File: src/rtl/spi_shift_datapath.sv
// SPI mode-0 bit datapath: TX load/shift onto MOSI, MISO sampling, byte completion and byte counting.
// Optional build macro SPI_LSB_FIRST_EN selects LSB-first shifting; default is MSB-first.
module spi_shift_datapath #(
  parameter int DATA_W = 8,
  parameter int CNT_W  = 10
) (
  input  logic              clk_i,
  input  logic              rst_i,
  input  logic              pos_edge_i,
  input  logic              neg_edge_i,
  input  logic              en_load_i,
  input  logic              en_shift_tx_i,
  input  logic              en_shift_rx_i,
  input  logic [1:0]        mux_all_01_sel_i,
  input  logic [DATA_W-1:0] tx_data_i,
  input  logic              clr_cnt_i,
  input  logic              miso_i,
  output logic              mosi_o,
  output logic [DATA_W-1:0] rx_data_o,
  output logic              rx_valid_o,
  output logic              byte_done_o,
  output logic [2:0]        bit_cnt_o,
  output logic [CNT_W-1:0]  rx_byte_cnt_o,
  output logic              busy_o
);

  logic [DATA_W-1:0] tx_shift_q, tx_shift_d;
  logic [DATA_W-1:0] rx_shift_q, rx_shift_d, rx_shift_nxt;
  logic [DATA_W-1:0] rx_data_q, rx_data_d;
  logic [2:0]        bit_cnt_q, bit_cnt_d;
  logic [CNT_W-1:0]  byte_cnt_q, byte_cnt_d;
  logic              busy_q, busy_d;
  logic              rx_valid_q, rx_valid_d;
  logic              byte_done_q, byte_done_d;
  logic              mosi_q, mosi_d;
  logic              rise_qual, fall_qual, last_bit;

  // A rising tick wins over a (theoretically impossible) simultaneous falling tick.
  assign rise_qual = pos_edge_i & busy_q & (en_shift_rx_i | en_shift_tx_i);
  assign fall_qual = neg_edge_i & ~pos_edge_i & en_shift_tx_i & busy_q;
  assign last_bit  = rise_qual & (bit_cnt_q == 3'(DATA_W - 1));

`ifdef SPI_LSB_FIRST_EN
  assign rx_shift_nxt = {miso_i, rx_shift_q[DATA_W-1:1]};
`else
  assign rx_shift_nxt = {rx_shift_q[DATA_W-2:0], miso_i};
`endif

  always_comb begin
    tx_shift_d  = tx_shift_q;
    rx_shift_d  = rx_shift_q;
    rx_data_d   = rx_data_q;
    bit_cnt_d   = bit_cnt_q;
    byte_cnt_d  = byte_cnt_q;
    busy_d      = busy_q;
    rx_valid_d  = 1'b0;
    byte_done_d = 1'b0;

    if (en_load_i) begin
      case (mux_all_01_sel_i)
        2'b01:   tx_shift_d = '0;
        2'b10:   tx_shift_d = '1;
        default: tx_shift_d = tx_data_i;
      endcase
      rx_shift_d = '0;
      bit_cnt_d  = 3'd0;
      busy_d     = 1'b1;
    end else if (rise_qual) begin
      bit_cnt_d = bit_cnt_q + 3'd1;
      if (en_shift_rx_i) begin
        rx_shift_d = rx_shift_nxt;
      end
      if (last_bit) begin
        bit_cnt_d   = 3'd0;
        busy_d      = 1'b0;
        byte_done_d = 1'b1;
        byte_cnt_d  = byte_cnt_q + 1'b1;
        if (en_shift_rx_i) begin
          rx_data_d  = rx_shift_nxt;
          rx_valid_d = 1'b1;
        end
      end
    end else if (fall_qual) begin
`ifdef SPI_LSB_FIRST_EN
      tx_shift_d = {1'b0, tx_shift_q[DATA_W-1:1]};
`else
      tx_shift_d = {tx_shift_q[DATA_W-2:0], 1'b0};
`endif
    end

    if (clr_cnt_i) begin
      byte_cnt_d = '0;
    end

`ifdef SPI_LSB_FIRST_EN
    mosi_d = tx_shift_d[0];
`else
    mosi_d = tx_shift_d[DATA_W-1];
`endif
  end

  always_ff @(posedge clk_i) begin
    if (!rst_i) begin
      tx_shift_q  <= '0;
      rx_shift_q  <= '0;
      rx_data_q   <= '0;
      bit_cnt_q   <= 3'd0;
      byte_cnt_q  <= '0;
      busy_q      <= 1'b0;
      rx_valid_q  <= 1'b0;
      byte_done_q <= 1'b0;
      mosi_q      <= 1'b0;
    end else begin
      tx_shift_q  <= tx_shift_d;
      rx_shift_q  <= rx_shift_d;
      rx_data_q   <= rx_data_d;
      bit_cnt_q   <= bit_cnt_d;
      byte_cnt_q  <= byte_cnt_d;
      busy_q      <= busy_d;
      rx_valid_q  <= rx_valid_d;
      byte_done_q <= byte_done_d;
      mosi_q      <= mosi_d;
    end
  end

  assign mosi_o        = mosi_q;
  assign rx_data_o     = rx_data_q;
  assign rx_valid_o    = rx_valid_q;
  assign byte_done_o   = byte_done_q;
  assign bit_cnt_o     = bit_cnt_q;
  assign rx_byte_cnt_o = byte_cnt_q;
  assign busy_o        = busy_q;

endmodule

File: config.mk
export PLATFORM = sky130hd
export DESIGN_NAME = spi_shift_datapath
export DESIGN_NICKNAME = d
export VERILOG_FILES = /design/src/rtl/spi_shift_datapath.sv
export SDC_FILE = /design/constraint.sdc
export NUM_CORES = 1
export LEC_CHECK = 0
export CELL_PAD_IN_SITES_DETAIL_PLACEMENT = 1
export CELL_PAD_IN_SITES_GLOBAL_PLACEMENT = 2
export CORE_ASPECT_RATIO = 0.7
export CORE_MARGIN = 1
export CORE_UTILIZATION = 29
export CTS_BUF_LIST = sky130_fd_sc_hd__clkbuf_8
export CTS_CLUSTER_DIAMETER = 100
export DETAILED_ROUTE_END_ITERATION = 10
export HOLD_SLACK_MARGIN = 0.15
export PLACE_DENSITY_LB_ADDON = 0.1
export SLEW_MARGIN = 20
export SYNTH_ARGS = -nofsm -noshare
export SYNTH_HDL_FRONTEND = slang
export SYNTH_SLANG_ARGS = --single-unit
File: constraint.sdc
create_clock -name clk_i -period 2.8 [get_ports clk_i]
set_clock_uncertainty 0.2 [all_clocks]
set_input_delay 0.84 -clock clk_i [delete_from_list [all_inputs] [get_ports clk_i]]
set_output_delay 0.84 -clock clk_i [all_outputs]
set_load 0.005 [all_outputs]
## After elaboration in Yosys (flattened, before gate mapping)

Index checks and enable logic that the tools add are counted.

- Output and inout bits: 25
- Register bits after elaboration: 39
- Input bits: 19

- Bitwise operators: 12
- Reduce and logical (&&, ||, !) cells: 12
- Equality and inequality tests: 4
- Add/sub/neg operators: 2
- Mux-type cells: 10

Operators by type and width:

| kind | count |
|---|---|
| $mux 8 | 3 |
| $pmux 8 s2 | 1 |
| $add 10x1->10 const B | 1 |
| $and 1x1->1 | 6 |
| $reduce_and 2->1 | 3 |
| $reduce_bool 2->1 | 3 |
| $mux 1 | 5 |
| $not 1->1 | 5 |
| $reduce_and 4->1 | 1 |
| $reduce_or 2->1 | 2 |
| $reduce_or 4->1 | 1 |
| $add 3x1->3 const B | 1 |
| $eq 3x3->1 const B | 1 |
| $mux 3 | 1 |
| $reduce_and 3->1 | 1 |
| $reduce_or 3->1 | 1 |
| $eq 2x1->1 const B | 1 |
| $eq 2x2->1 const B | 1 |
| $ne 2x2->1 const B | 1 |
| $or 1x1->1 | 1 |

## Longest topological paths before layout

Gate-level depths: netlist of run 1.

- Depth in word-level cells: 7
- Depth in mapped cells: 7
- Depth with buffers taken out: 5

## Worst setup path before layout of run 1

OpenSTA, ideal clock, no wires.

- Path type: input -> register
- Start: input mux_all_01_sel_i[0]
- End: register tx_shift_q[6]
- Buffers on the path: 2
- Slack: 542 ps
- Data arrival time: 1941 ps
- Data required time: 2483 ps
- Stages on the path: 7
- Cell sequence: inv_1 ha_1 clkbuf_1 nand2b_1 clkbuf_2 a31oi_1 a22o_1

- Cells in the longest elaborated chain, start to end: 3

Ends and longest elaborated chain:

| what | RTL line | RTL |
|---|---|---|
| from (decl) | 14 | `input logic [1:0] mux_all_01_sel_i,` |
| $eq 2x2->1 / $eq 2x1->1 (equally long branches) | 60 | `case (mux_all_01_sel_i)` |
| $pmux 8 s2 (*) | 60 |  |
| $mux 8 (*) | 59 | `if (en_load_i) begin` |
| to (signal assigned) | 114 | `tx_shift_q <= tx_shift_d;` |
| to (decl) | 27 | `logic [DATA_W-1:0] tx_shift_q, tx_shift_d;` |

Mark *: on every way between the ends. The rest lies on a longest branch, timed or not.
A chain may end at the register's enable or synchronous reset.

## Final worst setup path of run 1

- Start: register busy_q (netlist: busy_o)
- End: output busy_o

RTL lines:

| what | RTL line | RTL |
|---|---|---|
| from (decl) | 32 | `logic busy_q, busy_d;` |
| from (signal assigned) | 119 | `busy_q <= busy_d;` |
| to (decl) | 24 | `output logic busy_o` |

No word-level cell between the ends.

==> results of run 1 <==
## per-stage QoR
step	hold slack (ps)	utilization	cells	setup slack, ps
global route	303	0.416	326	316
global placement	245	0.397	318	210
floorplan	237	-	202	542
CTS	285	0.416	326	371
detailed placement	271	0.397	318	135
finish	280	0.416	326	390
## metal layers
layer,global-route usage,vias up,wire (um)
li1,-,817,-
met1,0.227,807,2360
met2,0.298,30,2410
met3,0.0400,8,188
met4,0.0577,0,63
met5,0,-,0
## worst max-delay path by stage
stage,from,end,slack (ps),cells after the start
floorplan,mux_all_01_sel_i[0],tx_shift_q[6]$_SDFFE_PN0P_,540,7
global placement,pos_edge_i,rx_byte_cnt_o[3]$_SDFFE_PP0P_,210,4
detailed placement,pos_edge_i,rx_byte_cnt_o[6]$_SDFFE_PP0P_,140,4
CTS,busy_o$_SDFFE_PN0P_,busy_o,370,1
global route,busy_o$_SDFFE_PN0P_,busy_o,320,1
finish,busy_o$_SDFFE_PN0P_,busy_o,390,1
## power groups by stage
| stage | clock network, mW | logic, mW | registers, mW |
|---|---|---|---|
| after floorplan | 0 | 0.0535 | 0.582 |
| after global placement | 0 | 0.104 | 0.583 |
| after detailed placement | 0 | 0.108 | 0.584 |
| after CTS | 0.491 | 0.109 | 0.571 |
| after global routing | 0.513 | 0.120 | 0.572 |
| final | 0.479 | 0.107 | 0.571 |
## Yosys cell counts (all sizes together) (5+ instances only)
library cell,n
dfxtp,39
nand2,32
a21oi,17
nand3,12
o21ai,11
a21boi,9
nor2,8
a22o,7
a31oi,7
clkbuf,7
nand2b,7
buf,5
## layout make-up
cell class / count / area (um^2) / area share
clock buffers: 5 / 68.8 / 0.0287
clock inverters: 3 / 43.8 / 0.0183
inverters: 4 / 15.0 / 0.00627
multi-input cells: 147 / 887 / 0.370
flip-flops and latches: 39 / 781 / 0.326
well taps: 75 / 93.8 / 0.0392
repair buffers: 53 / 505 / 0.211
## cells by family after synthesis
| logic type | Yosys count | share of synthesized area |
|---|---|---|
| AO/OA/AOI/OAI | 59 | 0.224 |
| adder cells (fa/ha/maj) | 4 | 0.0289 |
| buffers and inverters | 16 | 0.0382 |
| flip-flops | 39 | 0.450 |
| multiplexers | 4 | 0.0231 |
| AND/OR/NAND/NOR | 80 | 0.235 |
## flip-flops by register name (all words and copies together), names as in the netlist
| signal | cells |
|---|---|
| rx_data_o | 8 |
| busy_o | 1 |
| rx_shift_q | 7 |
| byte_done_o | 1 |
| tx_shift_q | 8 |
| rx_valid_o | 1 |
| bit_cnt_o | 3 |
| rx_byte_cnt_o | 10 |
==> results.toml, run 1 <==
[finish]
n_antenna_cell = 0
drive_above_1_share = 0.0797
area_growth_pct = 38.1
mostFrequentLayoutCell = "clkdlybuf4s50_1"
nFillCells = 688
finalNetCount = 273
final_area_um2 = 2390
final_cell_mix = "clkdlybuf4s50_1 (43), dfxtp_1 (39), nand2_1 (32)"

[power]
pwr-share-seq = 0.493
ir_drop_v = 0.000177
swShare = 0.236
p_int_mw = 0.884
leakagePower_nw = 0.823
switching_power_mw = 0.274
comb_power_share = 0.093
p_total_mw = 1.16
clockPowerShare = 0.414
power_density_nw_per_um2 = 483

[timing]
rsz0062_at_grt = "false"
maxSlewHeadroom = 0.632
slew_viol_final = 0
worst_pin_slew_ps = 551
max_freq_mhz = 415
setup_violations = 0
finalHoldViolCount = 0
period_needed_ps = 2410
fin_crit_sh = 0.861
tns_ps = 0

[floorplanning]
fp.dieW_um = 94.4
die-area_um2 = 6300
rows = 23
core_um2 = 5760
start_util = 0.301
ioPinCount = 44
die_h_um = 66.7

[clocking]
cts_tree = "built"
clkTransAtPathRegs_ps = 80
clockBufferDepth = 2
insertion_delay_ps = 300
cts_resized = 0
cts_hold_buf = 0
h-tree-depth = 2
clkSinkCount = 39
cts_buffers = 5
root_buffer = "clkbuf_8"
postCtsSetupRepairBufs = 0

[route]
ant_nets = 0
vias_per_cell = 5.10
drtIter0Drc = 67
vias = 1662
drcViolationCount = 0
post_drt_wl_per_cell_um = 15.4
drtPass1Iterations = 4
drt_wl_total_um = 5020

[logic_synthesis]
synth_area_um2 = 1730
syn_area_per_cell_um2 = 8.58
seq_area_frac_synth = 0.450
syn_nets = 225
yosys.area.top_type = "dfxtp_1"
ys.flop_type = "dfxtp_1"
synth_async_sr_flop_share = 0
synth_area_leaders = "dfxtp_1 (45%), nand2_1 (6.9%), a21oi_1 (4.9%)"
yosysUniqueCellTypes = 33
syn_inst = 202
synth_top_area_share = 0.450
synth_edf_count = 0
ys_warn_count = 0
ys_ff_latch = 39

[global_routing]
grt_overflow = 0
grt_antenna_before_repair = 0
grt_pass1_vias = 1737
grt_start_max_net_pins = 22
grt_usage = 0.178
grt_pass1_wl_um = 8470

[placement]
routabilityCongestion = 0.734
port-buffer-count = 43
placed_cell_area_um2 = 2280
dpl.hpwl_um = 3730

[critical_path]
r2r_end = "rx_byte_cnt_o[0]$_SDFFE_PP0P_"
cpMaxStageDelayCell = "clkdlybuf4s50_1"
start_kind = "register"
path_class = "register to output port"
crit_path_cell_trace = "clkdlybuf4s50_1"
cpLargestDelayFamily = "buffers and inverters"
r2r_cells = 6
critPathArrivalTime_ps = 1370
critPathMaxFanout = 7
crit_buf_inv = 1
worst_setup_path_end_kind = "output port"
r2r_start = "bit_cnt_o[0]$_SDFFE_PP0P_"
crit_required_ps = 1760
reg2reg_slack_ps = 750
cpPeakStageDelay_ps = 570

[hold_path]
hold_end = "rx_shift_q[4]$_SDFFE_PP0P_"
hold_path_depth = 2
min_path_type = "register to register"
hp-start = "rx_shift_q[3]$_SDFFE_PP0P_"

[job]
drv_cap = 0

[run_status]
status = "complete, no violations"
Power figures use the tool's default switching activity.
==> inputs of run 2 (changes only) <==
--- a/config.mk
+++ b/config.mk
@@ -5,11 +5,11 @@
 export SDC_FILE = /design/constraint.sdc
 export NUM_CORES = 1
 export LEC_CHECK = 0
-export CELL_PAD_IN_SITES_DETAIL_PLACEMENT = 1
-export CELL_PAD_IN_SITES_GLOBAL_PLACEMENT = 2
+export CELL_PAD_IN_SITES_DETAIL_PLACEMENT = 0
+export CELL_PAD_IN_SITES_GLOBAL_PLACEMENT = 1
 export CORE_ASPECT_RATIO = 0.7
 export CORE_MARGIN = 1
-export CORE_UTILIZATION = 29
+export CORE_UTILIZATION = 33
 export CTS_BUF_LIST = sky130_fd_sc_hd__clkbuf_8
 export CTS_CLUSTER_DIAMETER = 100
 export DETAILED_ROUTE_END_ITERATION = 10
==> constraint.sdc (replaced) <==
create_clock -name clk_i -period 2.1 [get_ports clk_i]
set_clock_uncertainty 0.2 [all_clocks]
set_input_delay 0.63 -clock clk_i [delete_from_list [all_inputs] [get_ports clk_i]]
set_output_delay 0.63 -clock clk_i [all_outputs]
set_load 0.005 [all_outputs]
==> results.toml, run 2 (synthesis results as in run 1) <==
[critical_path]
r2r_cells = 5
r2r_end = "rx_byte_cnt_o[6]$_SDFFE_PP0P_"
critPathArrivalTime_ps = 2050
startpoint = "en_shift_rx_i"
reg2reg_slack_ps = 180
r2r_start = "bit_cnt_o[0]$_SDFFE_PP0P_"
crit_required_ps = 2110
path_class = "input port to register"
worst_setup_path_end_kind = "register"
critPathMaxFanout = 14
endpoint = "rx_byte_cnt_o[3]$_SDFFE_PP0P_"
start_kind = "input port"

[clocking]
clockBufferDepth = 2
insertion_delay_ps = 290
h-tree-depth = 2
cts_buffers = 5
postCtsSetupRepairBufs = 0
cts_tree = "built"
clkSinkCount = 39
clkTransAtPathRegs_ps = 70
cts_hold_buf = 0
root_buffer = "clkbuf_8"

[finish]
final_area_um2 = 2480
drive_above_1_share = 0.137
area_growth_pct = 42.8
finalNetCount = 284
largest_register_ffs = 10
final_cell_mix = "clkdlybuf4s50_1 (41), dfxtp_1 (34), nand2_1 (32)"
n_antenna_cell = 0
mostFrequentLayoutCell = "clkdlybuf4s50_1"
final_cells = 331

[power]
ir_drop_v = 0.000253
swShare = 0.239
power_density_nw_per_um2 = 562
p_int_mw = 1.06
clockPowerShare = 0.343
comb_power_share = 0.112
pwr-share-seq = 0.545
switching_power_mw = 0.333
leakagePower_nw = 0.904

[placement]
place_inst = 323
placed_cell_area_um2 = 2370
port-buffer-count = 43
dpl.hpwl_um = 3050
dp_worst_setup_slack_ps = -274
routabilityCongestion = 0.697

[floorplanning]
start_util = 0.353
rows = 21
ioPinCount = 44
fp.dieW_um = 88.6
die_h_um = 62.7
die-area_um2 = 5550
core_um2 = 4910

[global_routing]
grt_use_met1 = 0.245
grt_overflow = 0
grt_util_met2 = 0.217
grt_pass1_wl_um = 6890
gr-max-usage-layer = "met1"
grt_start_max_net_pins = 16
grt_antenna_before_repair = 0
grt_pass1_vias = 1422
grt_usage = 0.162
grt_util_met3 = 0.0436

[route]
post_drt_wl_per_cell_um = 12.6
drt_wl_total_um = 4180
vias = 1603
vias_per_cell = 4.84
drcViolationCount = 0
drtPass1Iterations = 4
ant_nets = 0
drtIter0Drc = 83

[timing]
worst_pin_slew_ps = 449
setup_violations = 0
max_freq_mhz = 490
slew_viol_final = 0
finalHoldViolCount = 0
period_needed_ps = 2040
setup_ws_ps = 58.4
maxSlewHeadroom = 0.699
fin_crit_sh = 0.972
rsz0062_at_grt = "false"

[job]
drv_cap = 0

[run_status]
status = "complete, no violations"

[hold_path]
min_path_type = "register to register"
==> run 2: cell count changes in the layout (fill, tap and decap cells not counted), sizes merged <==
cell           change
bufinv             -1
buf               +11
dlymetal6s2s       +2
inv                +2
clkdlybuf4s50      -2
clkinv             -1
==> run 2: how the worst min path moves through the flow <==
stage	depth (start not counted)	endpoint	from	slack, ps
finish	2	rx_shift_q[1]$_SDFFE_PP0P_	rx_shift_q[0]$_SDFFE_PP0P_	270
global route	2	rx_shift_q[1]$_SDFFE_PP0P_	rx_shift_q[0]$_SDFFE_PP0P_	290
CTS	2	rx_shift_q[1]$_SDFFE_PP0P_	rx_shift_q[0]$_SDFFE_PP0P_	270
detailed placement	2	rx_byte_cnt_o[9]$_SDFFE_PP0P_	rx_byte_cnt_o[9]$_SDFFE_PP0P_	260
global placement	2	rx_shift_q[6]$_SDFFE_PP0P_	rx_shift_q[6]$_SDFFE_PP0P_	250
floorplan	2	rx_shift_q[6]$_SDFFE_PP0P_	rx_shift_q[6]$_SDFFE_PP0P_	240
==> run 2: area by class of cell <==
type                            count  area (um^2)
Fill cell                         488         2440
Multi-Input combinational cell    147          901
Sequential cell                    39          787
Timing Repair Buffer               64          606
Tap cell                           69         86.3
Clock buffer                        5         68.8
Inverter                            4         15.0
Clock inverter                      3         12.5
==> run 2: timing repair <==
action / in CTS / in global routing
pin swaps: 0 / 1
setup endpoints to repair: 1 / 19
gates resized for setup: 1 / 9
==> run 2: power by group through the flow <==
stage	clock network, mW	registers (mW)	logic (mW)
2_1_floorplan	0	0.776	0.0713
3_3_place_gp	0	0.776	0.156
3_5_place_dp	0	0.775	0.156
4_1_cts	0.498	0.759	0.156
5_1_grt	0.538	0.760	0.172
6_report	0.477	0.759	0.156
==> run 2: through the flow <==
step | util | power, mW | setup TNS (ps) | hold WS, ps
final | 0.504 | 1.39 | 0 | 273
after global routing | 0.504 | 1.47 | 0 | 286
after CTS | 0.499 | 1.41 | 0 | 272
after detailed placement | 0.482 | 0.931 | -5490 | 263
after global placement | 0.482 | 0.932 | -4850 | 245
after floorplan | - | 0.847 | 0 | 237
==> run 2: worst max-delay path, stage by stage <==
cell and delay, ps:
clkdlybuf4s50_1 550, o211ai_4 180, or4_1 530, a21oi_1 150
==> run 2: metal layers <==
metal | vias up | part of all wire | wire length [um]
met5 | - | 0 | 0
met4 | 0 | 0.014 | 58
met3 | 7 | 0.034 | 144
met2 | 32 | 0.39 | 1630
met1 | 725 | 0.56 | 2350
li1 | 839 | - | -
